`src/rtl/mem_arbiter_if.sv`:
```
// Bus bundle between the two memory requesters (CPU, loader), the arbiter and the memory macro.
interface mem_arbiter_if #(
    parameter int unsigned AW = 8,
    parameter int unsigned DW = 8
);
    logic          cpu_req;
    logic          cpu_we;
    logic [AW-1:0] cpu_addr;
    logic [DW-1:0] cpu_wdata;
    logic [DW-1:0] cpu_rdata;
    logic          cpu_done;

    logic          ldr_req;
    logic          ldr_we;
    logic [AW-1:0] ldr_addr;
    logic [DW-1:0] ldr_wdata;
    logic [DW-1:0] ldr_rdata;
    logic          ldr_done;

    logic          mem_en;
    logic          mem_we;
    logic [AW-1:0] mem_addr;
    logic [DW-1:0] mem_wdata;
    logic [DW-1:0] mem_rdata;

    // Arbiter view
    modport slave (
        input  cpu_req, cpu_we, cpu_addr, cpu_wdata,
        output cpu_rdata, cpu_done,
        input  ldr_req, ldr_we, ldr_addr, ldr_wdata,
        output ldr_rdata, ldr_done,
        output mem_en, mem_we, mem_addr, mem_wdata,
        input  mem_rdata
    );

    // Requester/memory environment view
    modport master (
        output cpu_req, cpu_we, cpu_addr, cpu_wdata,
        input  cpu_rdata, cpu_done,
        output ldr_req, ldr_we, ldr_addr, ldr_wdata,
        input  ldr_rdata, ldr_done,
        input  mem_en, mem_we, mem_addr, mem_wdata,
        output mem_rdata
    );
endinterface

```
`src/rtl/mem_arbiter.sv`:
```
// Two-port arbiter/sequencer for the shared single-port memory: CPU priority with a
// bounded-wait guarantee for the loader, each access run as issue/wait/done.
module mem_arbiter #(
    parameter int unsigned AW     = 8,
    parameter int unsigned DW     = 8,
    parameter int unsigned LAT    = 1,
    parameter int unsigned STARVE = 4
) (
    input  logic         clk,
    input  logic         reset_n,
    mem_arbiter_if.slave bus
);
    localparam int unsigned SW = 4;
    localparam int unsigned WW = 3;

    typedef enum logic [1:0] {
        S_IDLE  = 2'd0,
        S_ISSUE = 2'd1,
        S_WAIT  = 2'd2,
        S_DONE  = 2'd3
    } state_t;

    state_t        r_state,     w_state_nxt;
    logic          r_owner,     w_owner_nxt;   // 1 = loader owns the access
    logic [SW-1:0] r_starve,    w_starve_nxt;
    logic [WW-1:0] r_wait,      w_wait_nxt;
    logic          r_mem_en,    w_mem_en_nxt;
    logic          r_mem_we,    w_mem_we_nxt;
    logic [AW-1:0] r_mem_addr,  w_mem_addr_nxt;
    logic [DW-1:0] r_mem_wdata, w_mem_wdata_nxt;
    logic [DW-1:0] r_cpu_rdata, w_cpu_rdata_nxt;
    logic [DW-1:0] r_ldr_rdata, w_ldr_rdata_nxt;
    logic          r_cpu_done,  w_cpu_done_nxt;
    logic          r_ldr_done,  w_ldr_done_nxt;
    logic          w_grant_ldr;

    // The mem_* registers double as the latched request fields, so they hold outside ISSUE.
    always_comb begin
        w_state_nxt     = r_state;
        w_owner_nxt     = r_owner;
        w_starve_nxt    = r_starve;
        w_wait_nxt      = r_wait;
        w_mem_en_nxt    = 1'b0;
        w_mem_we_nxt    = r_mem_we;
        w_mem_addr_nxt  = r_mem_addr;
        w_mem_wdata_nxt = r_mem_wdata;
        w_cpu_rdata_nxt = r_cpu_rdata;
        w_ldr_rdata_nxt = r_ldr_rdata;
        w_cpu_done_nxt  = 1'b0;
        w_ldr_done_nxt  = 1'b0;
        w_grant_ldr     = 1'b0;

        case (r_state)
            S_IDLE: begin
                if (bus.cpu_req || bus.ldr_req) begin
                    w_grant_ldr     = bus.ldr_req && (!bus.cpu_req || (r_starve == SW'(STARVE)));
                    w_owner_nxt     = w_grant_ldr;
                    w_mem_we_nxt    = w_grant_ldr ? bus.ldr_we    : bus.cpu_we;
                    w_mem_addr_nxt  = w_grant_ldr ? bus.ldr_addr  : bus.cpu_addr;
                    w_mem_wdata_nxt = w_grant_ldr ? bus.ldr_wdata : bus.cpu_wdata;
                    w_mem_en_nxt    = 1'b1;
                    w_state_nxt     = S_ISSUE;
                    if (w_grant_ldr) begin
                        w_starve_nxt = '0;
                    end else if (bus.ldr_req && (r_starve != SW'(STARVE))) begin
                        w_starve_nxt = r_starve + SW'(1);
                    end
                end
            end
            S_ISSUE: begin
                if (r_mem_we) begin
                    w_state_nxt    = S_DONE;
                    w_cpu_done_nxt = !r_owner;
                    w_ldr_done_nxt = r_owner;
                end else begin
                    w_state_nxt = S_WAIT;
                    w_wait_nxt  = '0;
                end
            end
            S_WAIT: begin
                if (r_wait == WW'(LAT - 1)) begin
                    if (r_owner) w_ldr_rdata_nxt = bus.mem_rdata;
                    else         w_cpu_rdata_nxt = bus.mem_rdata;
                    w_wait_nxt     = '0;
                    w_state_nxt    = S_DONE;
                    w_cpu_done_nxt = !r_owner;
                    w_ldr_done_nxt = r_owner;
                end else begin
                    w_wait_nxt = r_wait + WW'(1);
                end
            end
            S_DONE: begin
                w_state_nxt = S_IDLE;
            end
            default: begin
                w_state_nxt = S_IDLE;
            end
        endcase
    end

    always_ff @(posedge clk or negedge reset_n) begin
        if (!reset_n) begin
            r_state     <= S_IDLE;
            r_owner     <= 1'b0;
            r_starve    <= '0;
            r_wait      <= '0;
            r_mem_en    <= 1'b0;
            r_mem_we    <= 1'b0;
            r_mem_addr  <= '0;
            r_mem_wdata <= '0;
            r_cpu_rdata <= '0;
            r_ldr_rdata <= '0;
            r_cpu_done  <= 1'b0;
            r_ldr_done  <= 1'b0;
        end else begin
            r_state     <= w_state_nxt;
            r_owner     <= w_owner_nxt;
            r_starve    <= w_starve_nxt;
            r_wait      <= w_wait_nxt;
            r_mem_en    <= w_mem_en_nxt;
            r_mem_we    <= w_mem_we_nxt;
            r_mem_addr  <= w_mem_addr_nxt;
            r_mem_wdata <= w_mem_wdata_nxt;
            r_cpu_rdata <= w_cpu_rdata_nxt;
            r_ldr_rdata <= w_ldr_rdata_nxt;
            r_cpu_done  <= w_cpu_done_nxt;
            r_ldr_done  <= w_ldr_done_nxt;
        end
    end

    assign bus.mem_en    = r_mem_en;
    assign bus.mem_we    = r_mem_we;
    assign bus.mem_addr  = r_mem_addr;
    assign bus.mem_wdata = r_mem_wdata;
    assign bus.cpu_rdata = r_cpu_rdata;
    assign bus.ldr_rdata = r_ldr_rdata;
    assign bus.cpu_done  = r_cpu_done;
    assign bus.ldr_done  = r_ldr_done;

endmodule

```
`src/flat_wrapper.sv`:
```
// flat-port wrapper written by rule: the top's interface ports become plain ports
module mem_arbiter_flat 
#(
    parameter int unsigned AW     = 8,
    parameter int unsigned DW     = 8,
    parameter int unsigned LAT    = 1,
    parameter int unsigned STARVE = 4
)
  (clk, reset_n, bus_cpu_req, bus_cpu_we, bus_cpu_addr, bus_cpu_wdata, bus_cpu_rdata, bus_cpu_done, bus_ldr_req, bus_ldr_we, bus_ldr_addr, bus_ldr_wdata, bus_ldr_rdata, bus_ldr_done, bus_mem_en, bus_mem_we, bus_mem_addr, bus_mem_wdata, bus_mem_rdata);
  mem_arbiter_if #(.AW(AW), .DW(DW)) bus_i ();
  input  logic clk;
  input  logic reset_n;
  input wire logic [$bits(bus_i.cpu_req)-1:0] bus_cpu_req;
  input wire logic [$bits(bus_i.cpu_we)-1:0] bus_cpu_we;
  input wire logic [$bits(bus_i.cpu_addr)-1:0] bus_cpu_addr;
  input wire logic [$bits(bus_i.cpu_wdata)-1:0] bus_cpu_wdata;
  output wire logic [$bits(bus_i.cpu_rdata)-1:0] bus_cpu_rdata;
  output wire logic [$bits(bus_i.cpu_done)-1:0] bus_cpu_done;
  input wire logic [$bits(bus_i.ldr_req)-1:0] bus_ldr_req;
  input wire logic [$bits(bus_i.ldr_we)-1:0] bus_ldr_we;
  input wire logic [$bits(bus_i.ldr_addr)-1:0] bus_ldr_addr;
  input wire logic [$bits(bus_i.ldr_wdata)-1:0] bus_ldr_wdata;
  output wire logic [$bits(bus_i.ldr_rdata)-1:0] bus_ldr_rdata;
  output wire logic [$bits(bus_i.ldr_done)-1:0] bus_ldr_done;
  output wire logic [$bits(bus_i.mem_en)-1:0] bus_mem_en;
  output wire logic [$bits(bus_i.mem_we)-1:0] bus_mem_we;
  output wire logic [$bits(bus_i.mem_addr)-1:0] bus_mem_addr;
  output wire logic [$bits(bus_i.mem_wdata)-1:0] bus_mem_wdata;
  input wire logic [$bits(bus_i.mem_rdata)-1:0] bus_mem_rdata;
  assign bus_i.cpu_req = bus_cpu_req;
  assign bus_i.cpu_we = bus_cpu_we;
  assign bus_i.cpu_addr = bus_cpu_addr;
  assign bus_i.cpu_wdata = bus_cpu_wdata;
  assign bus_cpu_rdata = bus_i.cpu_rdata;
  assign bus_cpu_done = bus_i.cpu_done;
  assign bus_i.ldr_req = bus_ldr_req;
  assign bus_i.ldr_we = bus_ldr_we;
  assign bus_i.ldr_addr = bus_ldr_addr;
  assign bus_i.ldr_wdata = bus_ldr_wdata;
  assign bus_ldr_rdata = bus_i.ldr_rdata;
  assign bus_ldr_done = bus_i.ldr_done;
  assign bus_mem_en = bus_i.mem_en;
  assign bus_mem_we = bus_i.mem_we;
  assign bus_mem_addr = bus_i.mem_addr;
  assign bus_mem_wdata = bus_i.mem_wdata;
  assign bus_i.mem_rdata = bus_mem_rdata;
  mem_arbiter #(.AW(AW), .DW(DW), .LAT(LAT), .STARVE(STARVE)) u_core (.clk(clk), .reset_n(reset_n), .bus(bus_i));
endmodule
```
`config.mk`:
```
export PLATFORM = sky130hd
export DESIGN_NAME = mem_arbiter_flat
export DESIGN_NICKNAME = d
export VERILOG_FILES = /design/src/rtl/mem_arbiter_if.sv /design/src/rtl/mem_arbiter.sv /design/src/flat_wrapper.sv
export SDC_FILE = /design/constraint.sdc
export NUM_CORES = 1
export LEC_CHECK = 0
export BUFFER_PORTS_ARGS = -buffer_cell sky130_fd_sc_hd__buf_4
export CAP_MARGIN = 20
export CELL_PAD_IN_SITES_DETAIL_PLACEMENT = 1
export CELL_PAD_IN_SITES_GLOBAL_PLACEMENT = 1
export CORE_UTILIZATION = 40
export DETAILED_ROUTE_END_ITERATION = 7
export PLACE_DENSITY_LB_ADDON = 0.1
export REMOVE_ABC_BUFFERS = 1
export SYNTH_ARGS = -nofsm -noshare
export SYNTH_HDL_FRONTEND = slang
export SYNTH_SLANG_ARGS = --single-unit
```
`constraint.sdc`:
```
create_clock -name clk -period 3.55 [get_ports clk]
set_clock_uncertainty 0.15 [all_clocks]
set_input_delay 0.1775 -clock clk [delete_from_list [all_inputs] [get_ports clk]]
set_output_delay 0.1775 -clock clk [all_outputs]
set_load 0.05 [all_outputs]
```
==> impl_results.md, run 1 <==
- DRC: 0
- WL/cell: roughly 16 um
- EDFF count, synth: 0
- IO buf count: 81
- CTS tree: built
- Count of cell types in the netlist: 41
- CP peak stage delay: roughly 0.7 ns
- Max Slew Vio Count: 0
- PD cells: about 940 nW/um2
- Root buffer cell: clkbuf_8
- I/O pin count: between 80 and 90
- Clock latency on the worst-skew pair: around 0.3 ns
- Delay-heaviest family, CP: buffers and inverters
- Yosys warnings: 0
- Share of cells above drive strength 1: 36.42%
- Cell with the most instances after synthesis: dfrtp_1
- Place WS: 0.7818 ns
- Worst setup SP type: flop
- Syn Inst Count: 207
- Post-synth top cells: dfrtp_1 (46), nand2_1 (41), nand4_1 (17), o211ai_1 (17), mux2_2 (11)
- CTS resizes: 0
- CTS max path bufs: 2
- CP max stage cell: clkinv_1
- Hold Fails Final Rpt: 0
- H-tree Lvls: 2
- Pre-Repair DR Iteration Count: 4
- Total GRT Usage: about 22%
- Area growth syn-to-layout: 44.30%
- Area share of the largest cell type after synthesis: between 50% and 60%
- CP Max Fanout: 22
- Overall power: between 3 and 4 mW
- Routed WL: about 6.2 mm
- Sequential area share after synthesis: between 50% and 60%
- RSZ-0062 raised after global routing: no
- Asr flop ratio synth: 100.0%
- Area contributors post-synth: dfrtp_1 (51%), nand2_1 (6.8%), o211ai_1 (5.6%)
- Crit Path Category: flop to flop
- Final critical-path share of the clock period: between 90% and 100%
- Initial antenna violation count: 0
- Num CTS Buffers: 5
- Tmin final: 3.320 ns
- Slew HR: 46.27%
- Critical Path AT: between 3 and 4 ns
- GPL Wtd Cong: ~0.73
- Critical path buffers and inverters: 3
- Post-route setup TNS: 0 ns
- Register area: 1151 um2
- Global-route wire length before repair: slightly above 10 mm
- Die X-Extent: roughly 77 um
- Diode count: 0
- Largest net degree at the start of global routing: between 40 and 50
- Clock-pin slew on the worst setup and hold paths: 0.09 ns
- Detail Route Antenna Nets: 0
- Clk sink count: 46
- Worst hold path type: input pin to flop
- DP Wirelength: 4.116 mm
- Vias in the first global route: between 2000 and 2500
- Fill count: 600
- Leak: between 1.5 and 2 nW
- Setup Viol. Count Final: 0
- Synth Register Bits: 46
- Fin nets: 366
- Final setup margin: around 0.23 ns
- Post-DR vias/cell: a little over 5
- Grt ovf: 0
- Area of the multi-input gates: 1013 um2
- Syn_area_per_cell: roughly 11 um2
- Die area: between 5000 and 6000 um2
- Pin slew with the least headroom to its limit: approximately 0.8 ns
- Starting Density: around two fifths
- Setup crit end kind: flop
- MaxCap Viol Count: 0
- Mapped Area: roughly 2300 um2
- WP data required: between 3 and 4 ns
- Iteration-0 DRC Markers: 61
- Status: complete, no violations
- CORE AREA: approximately 5500 um2
- Die height: 77.39 um
- # rows: 27
- Max VDD drop: between 0.0005 and 0.0006 V
- Highest clock rate: ~300 MHz
- Critical path cell sequence: inv_1, ha_1, o21ai_2, clkinv_1, nand2_1, o211ai_1, dlygate4sd3_1
- Primary FF master, synth: dfrtp_1
- Vias after detailed routing: 1956
- Area leader, netlist: dfrtp_1
[worst paths after layout]
check	depth (start not counted)	slack (ns)	end	startpoint
max in group asynchronous	2	2.60	u_core.r_starve[2]$_DFFE_PN0P_	reset_n
min	3	0.001	u_core.bus.mem_wdata[0]$_DFFE_PN0P_	bus_cpu_wdata[0]
min in group asynchronous	2	0.26	u_core.r_wait[1]$_DFFE_PN0P_	reset_n
min reg2reg	1	0.36	u_core.bus.cpu_done$_DFF_PN0_	u_core.r_owner$_DFFE_PN0P_
max	7	0.23	u_core.bus.mem_addr[1]$_DFFE_PN0P_	u_core.r_state[0]$_DFFE_PN0P_
max reg2reg	7	0.23	u_core.bus.mem_addr[1]$_DFFE_PN0P_	u_core.r_state[0]$_DFFE_PN0P_
[sequential cells by signal, summed over array words and instances (netlist names), 2 cells and up]
| register | flops |
|---|---|
| u_core.bus.cpu_rdata | 8 |
| u_core.bus.mem_addr | 8 |
| u_core.bus.ldr_rdata | 8 |
| u_core.r_starve | 4 |
| u_core.bus.mem_wdata | 8 |
| u_core.r_state | 2 |
| u_core.r_wait | 3 |
[what timing repair did]
item                                    CTS  global route
buffers inserted                          0             0
endpoints found under the hold margin    77             0
hold buffers                             29             0
endpoints found under the setup margin    0             0
[placed cells by master (no fill, tap or decap), types with 3 or more instances in the layout]
cell	netlist	routed
buf_4	2	81
clkbuf_8	0	5
dfrtp_1	46	46
dlygate4sd3_1	0	29
ha_1	8	8
inv_1	8	8
mux2_2	11	11
mux2_4	8	8
nand2_1	41	41
nand4_1	17	17
nor2_1	3	3
o211ai_1	17	17
o21ai_0	4	4
[metal layers]
metal	part of all wire (%)	global-route usage (%)	wire [um]	up-vias
met1	42	25.46	2622	954
met4	1.0	5.660	63	0
li1	-	-	-	943
met3	3.4	4.000	210	6
met2	53	40.44	3293	53
met5	0	0	0	-
[stage by stage]
stage	util, %	cells	hold slack (ns)	cell area, um2
after floorplan	-	195	-0.2681	2198
after global placement	52.60	348	0.07637	2897
after detailed placement	52.60	348	0.06718	2897
after CTS	59.58	385	0.001118	3281
after global routing	59.58	385	0.01059	3281
final	59.58	385	0.001499	3281
[final cells by class]
type	instances	share of cell area (%)
Clock buffer	5	2.098
Tap cell	72	2.746
Timing Repair Buffer	110	27.38
Inverter	9	1.030
Multi-Input combinational cell	140	30.89
Sequential cell	46	35.09
Clock inverter	3	0.7628
[power by group]
| part | switching, mW | internal, mW | total [mW] |
|---|---|---|---|
| logic | 1.16 | 0.673 | 1.83 |
| clock network | 0.196 | 0.142 | 0.338 |
| registers | 0.161 | 0.759 | 0.920 |
| total | 1.51 | 1.58 | 3.09 |
[worst min-delay path: cells and delay by family]
kind / cells / cell delay [ns]
buf+inv: 1 / 0.08
simple gates: 1 / 0.08
compound gates: 1 / 0.09
[cells by family (layout without fill, tap and decap cells)]
kind of cell	count (synthesis)	in the layout	synth area share (%)
flip-flops	46	46	50.63
XOR/XNOR	1	1	0.3853
AO/OA/AOI/OAI	34	34	11.23
adder cells (fa/ha/maj)	8	8	4.403
multiplexers	20	20	11.17
AND/OR/NAND/NOR	77	77	17.39
buffers and inverters	21	127	4.787
(Power assumes the default switching activity.)
==> inputs of run 2 (changes only) <==
--- a/config.mk
+++ b/config.mk
@@ -5,11 +5,12 @@
 export SDC_FILE = /design/constraint.sdc
 export NUM_CORES = 1
 export LEC_CHECK = 0
+export ABC_AREA = 1
 export BUFFER_PORTS_ARGS = -buffer_cell sky130_fd_sc_hd__buf_4
 export CAP_MARGIN = 20
 export CELL_PAD_IN_SITES_DETAIL_PLACEMENT = 1
 export CELL_PAD_IN_SITES_GLOBAL_PLACEMENT = 1
-export CORE_UTILIZATION = 40
+export CORE_UTILIZATION = 38
 export DETAILED_ROUTE_END_ITERATION = 7
 export PLACE_DENSITY_LB_ADDON = 0.1
 export REMOVE_ABC_BUFFERS = 1
==> impl_results.md, run 2 <==
- Max VDD drop: 0.0005022 V (-7.2%)
- Starting Density: 40.41% (-0.88 points)
- Crit Path Category: flop to flop
- DRC: 0 (unchanged)
- CP Max Fanout: 20 (-9.1%)
- Clock-pin slew on the worst setup and hold paths: 0.09 ns (about the same)
- # rows: 27 (unchanged)
- Diode count: 0 (unchanged)
- Die height: 79.69 um (+3.0%)
- WP data required: 3.57 ns (-0.02 ns)
- Detail Route Antenna Nets: 0 (unchanged)
- Syn Inst Count: 280 (+35%)
- Total GRT Usage: 21.22% (-0.53 points)
- DP Wirelength: 4.171 mm (+1.4%)
- Syn_area_per_cell: 8.191 um2 (-25%)
- Max Slew Vio Count: 0 (unchanged)
- Area leader, netlist: dfrtp_1
- Area contributors post-synth: dfrtp_1 (50%), nand2_1 (13%), inv_1 (8.7%)
- Hold Fails Final Rpt: 0 (unchanged)
- Largest net degree at the start of global routing: 47 (unchanged)
- Area growth syn-to-layout: 37.15%
- CTS max path bufs: 2 (unchanged)
- Post-DR vias/cell: 4.728 (-6.9%)
- Grt ovf: 0 (unchanged)
- MaxCap Viol Count: 0 (unchanged)
- Share of cells above drive strength 1: 26.83% (-9.6 points)
- CP startpoint: u_core.r_starve[0]$_DFFE_PN0P_
- Vias after detailed routing: 2085 (+6.6%)
- Yosys warnings: 0 (unchanged)
- Mapped Area: 2293 um2 (+0.88%)
- Status: complete, no violations
- I/O pin count: 82 (unchanged)
- FF-to-FF setup slack: 1.68 ns (+1.45 ns)
- Sequential area share after synthesis: 50.19% (-0.44 points)
- Clk sink count: 46 (unchanged)
- Primary FF master, synth: dfrtp_1
- Comb power frac: 54.8% (-4.4 points)
- Commonest cells after routing, fill and taps aside: buf_4 (81), nand2_1 (77), inv_1 (53)
- Worst setup SP type: flop
- Worst R2R End: u_core.r_starve[0]$_DFFE_PN0P_
- Num CTS Buffers: 5 (unchanged)
- Fin util: 55.42% (-4.2 points)
- Count of cell types in the netlist: 25 (-39%)
- Setup Viol. Count Final: 0 (unchanged)
- Highest clock rate: 533.6 MHz (+77%)
- Asr flop ratio synth: 100.0% (unchanged)
- Setup crit end kind: flop
- Global-route wire length before repair: 10.31 mm (+2.4%)
- DP Area: 2913 um2 (+0.56%)
- IO buf count: 81 (unchanged)
- Pin slew with the least headroom to its limit: 0.5831 ns (-0.2227 ns)
- Leak: 1.790 nW (+15%)
- Hold-critical path depth: 5 (+2)
- Vias in the first global route: 2137 (+2.6%)
- Pre-Repair DR Iteration Count: 4 (unchanged)
- Root buffer cell: clkbuf_8
- Tmin final: 1.874 ns (-1.446 ns)
- Post-synth top cells: nand2_1 (77), inv_1 (53), dfrtp_1 (46)
- PD cells: 975.7 nW/um2 (+3.7%)
- R2R cell count: 7 (unchanged)
- Post-route setup TNS: 0 ns (unchanged)
- Cell with the most instances after synthesis: nand2_1
- CORE AREA: 5675 um2 (+3.1%)
- Critical Path AT: 1.89 ns (-1.47 ns)
- End of the critical path: u_core.r_starve[0]$_DFFE_PN0P_
- EDFF count, synth: 0 (unchanged)
- Switching Fraction: 49.43% (+0.45 points)
- RSZ-0062 raised after global routing: no
- Clock latency on the worst-skew pair: 0.30 ns (about the same)
- Routed WL: 6.003 mm (-3.0%)
- Sw power: 1.517 mW (+0.34%)
- WL/cell: 13.61 um (-15%)
- H-tree Lvls: 2 (unchanged)
- Worst hold path type: input pin to flop
- Iteration-0 DRC Markers: 108 (+77%)
- Flop pwr share: 29.6% (-0.2 points)
- Final critical-path share of the clock period: 52.79% (-41 points)
- Commonest non-fill, non-tap cell in the layout: buf_4
- Cell area after layout: 3146 um2 (-4.1%)
- RR Startpoint: u_core.r_starve[0]$_DFFE_PN0P_
- Synth Register Bits: 46 (unchanged)
- CTS tree: built
- GPL Wtd Cong: 0.6957 (-5.1%)
- Clock share of power: 15.5% (+4.5 points)
- Initial antenna violation count: 0 (unchanged)
- Fin nets: 422 (+15%)
- Die X-Extent: 79.69 um (+3.0%)
- Slew HR: 61.13% (+15 points)
- Die area: 6350 um2 (+6.0%)
- Internal: 1.552 mW (-1.5%)
- Area share of the largest cell type after synthesis: 50.19% (-0.44 points)
## run 2: worst min-delay path by stage
| stage | from | endpoint | slack, ns |
|---|---|---|---|
| floorplan | reset_n | u_core.bus.cpu_done$_DFF_PN0_ | -0.27 |
| CTS | bus_mem_rdata[2] | u_core.bus.ldr_rdata[2]$_DFFE_PN0P_ | 0.001 |
| finish | bus_cpu_addr[3] | u_core.bus.mem_addr[3]$_DFFE_PN0P_ | 0.02 |
| global route | bus_cpu_wdata[7] | u_core.bus.mem_wdata[7]$_DFFE_PN0P_ | 0.04 |
| detailed placement | reset_n | u_core.bus.cpu_rdata[1]$_DFFE_PN0P_ | 0.07 |
| global placement | reset_n | u_core.r_wait[0]$_DFFE_PN0P_ | 0.07 |
## run 2: what timing repair did
action                    CTS  global route
hold endpoints to repair   56             1
hold buffers                8             1
setup buffers               0             0
gates resized for setup     0             0
## run 2: layout make-up
cell class	count	area, um2
Clock buffer	6	82.58
Clock inverter	2	60.06
Fill cell	701	2530
Inverter	55	206.4
Multi-Input combinational cell	170	857.1
Sequential cell	46	1151
Tap cell	72	90.09
Timing Repair Buffer	90	698.2
## run 2: metrics by stage
stage / setup WS [ns] / power, mW / hold slack (ns) / std cells
after global routing: 1.513 / 3.264 / 0.04194 / 441
final: 1.676 / 3.069 / 0.02361 / 441
after floorplan: 2.037 / 2.036 / -0.2681 / 271
after CTS: 1.662 / 3.095 / 0.001099 / 440
after global placement: 1.785 / 2.544 / 0.07238 / 424
after detailed placement: 1.692 / 2.591 / 0.07004 / 424
## run 2: power groups by stage
stage                     clock network [mW]  registers [mW]  logic [mW]
after global routing                   0.510           0.942        1.81
after floorplan                            0            1.58       0.455
final                                  0.477           0.909        1.68
after global placement                     0           0.911        1.63
after detailed placement                   0           0.914        1.68
after CTS                              0.491           0.911        1.69
## run 2: metal layers
| layer | global-route usage (%) | vias to the layer above | routed length, um | share of wire, % |
|---|---|---|---|---|
| li1 | - | 1034 | - | - |
| met1 | 27.47 | 980 | 2741 | 46 |
| met2 | 36.07 | 63 | 2898 | 48 |
| met3 | 3.086 | 8 | 278 | 4.6 |
| met4 | 7.091 | 0 | 85 | 1.4 |
| met5 | 0 | - | 0 | 0 |
## run 2: critical path, cell delays in order (launching register included)
cell     delay (ns)
dfrtp_1        0.39
inv_1          0.12
ha_1           0.18
nand3_2        0.08
nand2_2        0.34
nand2_4        0.24
nand3_1        0.12
o21ai_0        0.11
## run 2: kinds of logic after synthesis
group,synth area share (%)
AND/OR/NAND/NOR,24.93
buffers and inverters,12.44
flip-flops,50.19
AO/OA/AOI/OAI,7.311
adder cells (fa/ha/maj),4.365
XOR/XNOR,0.7639
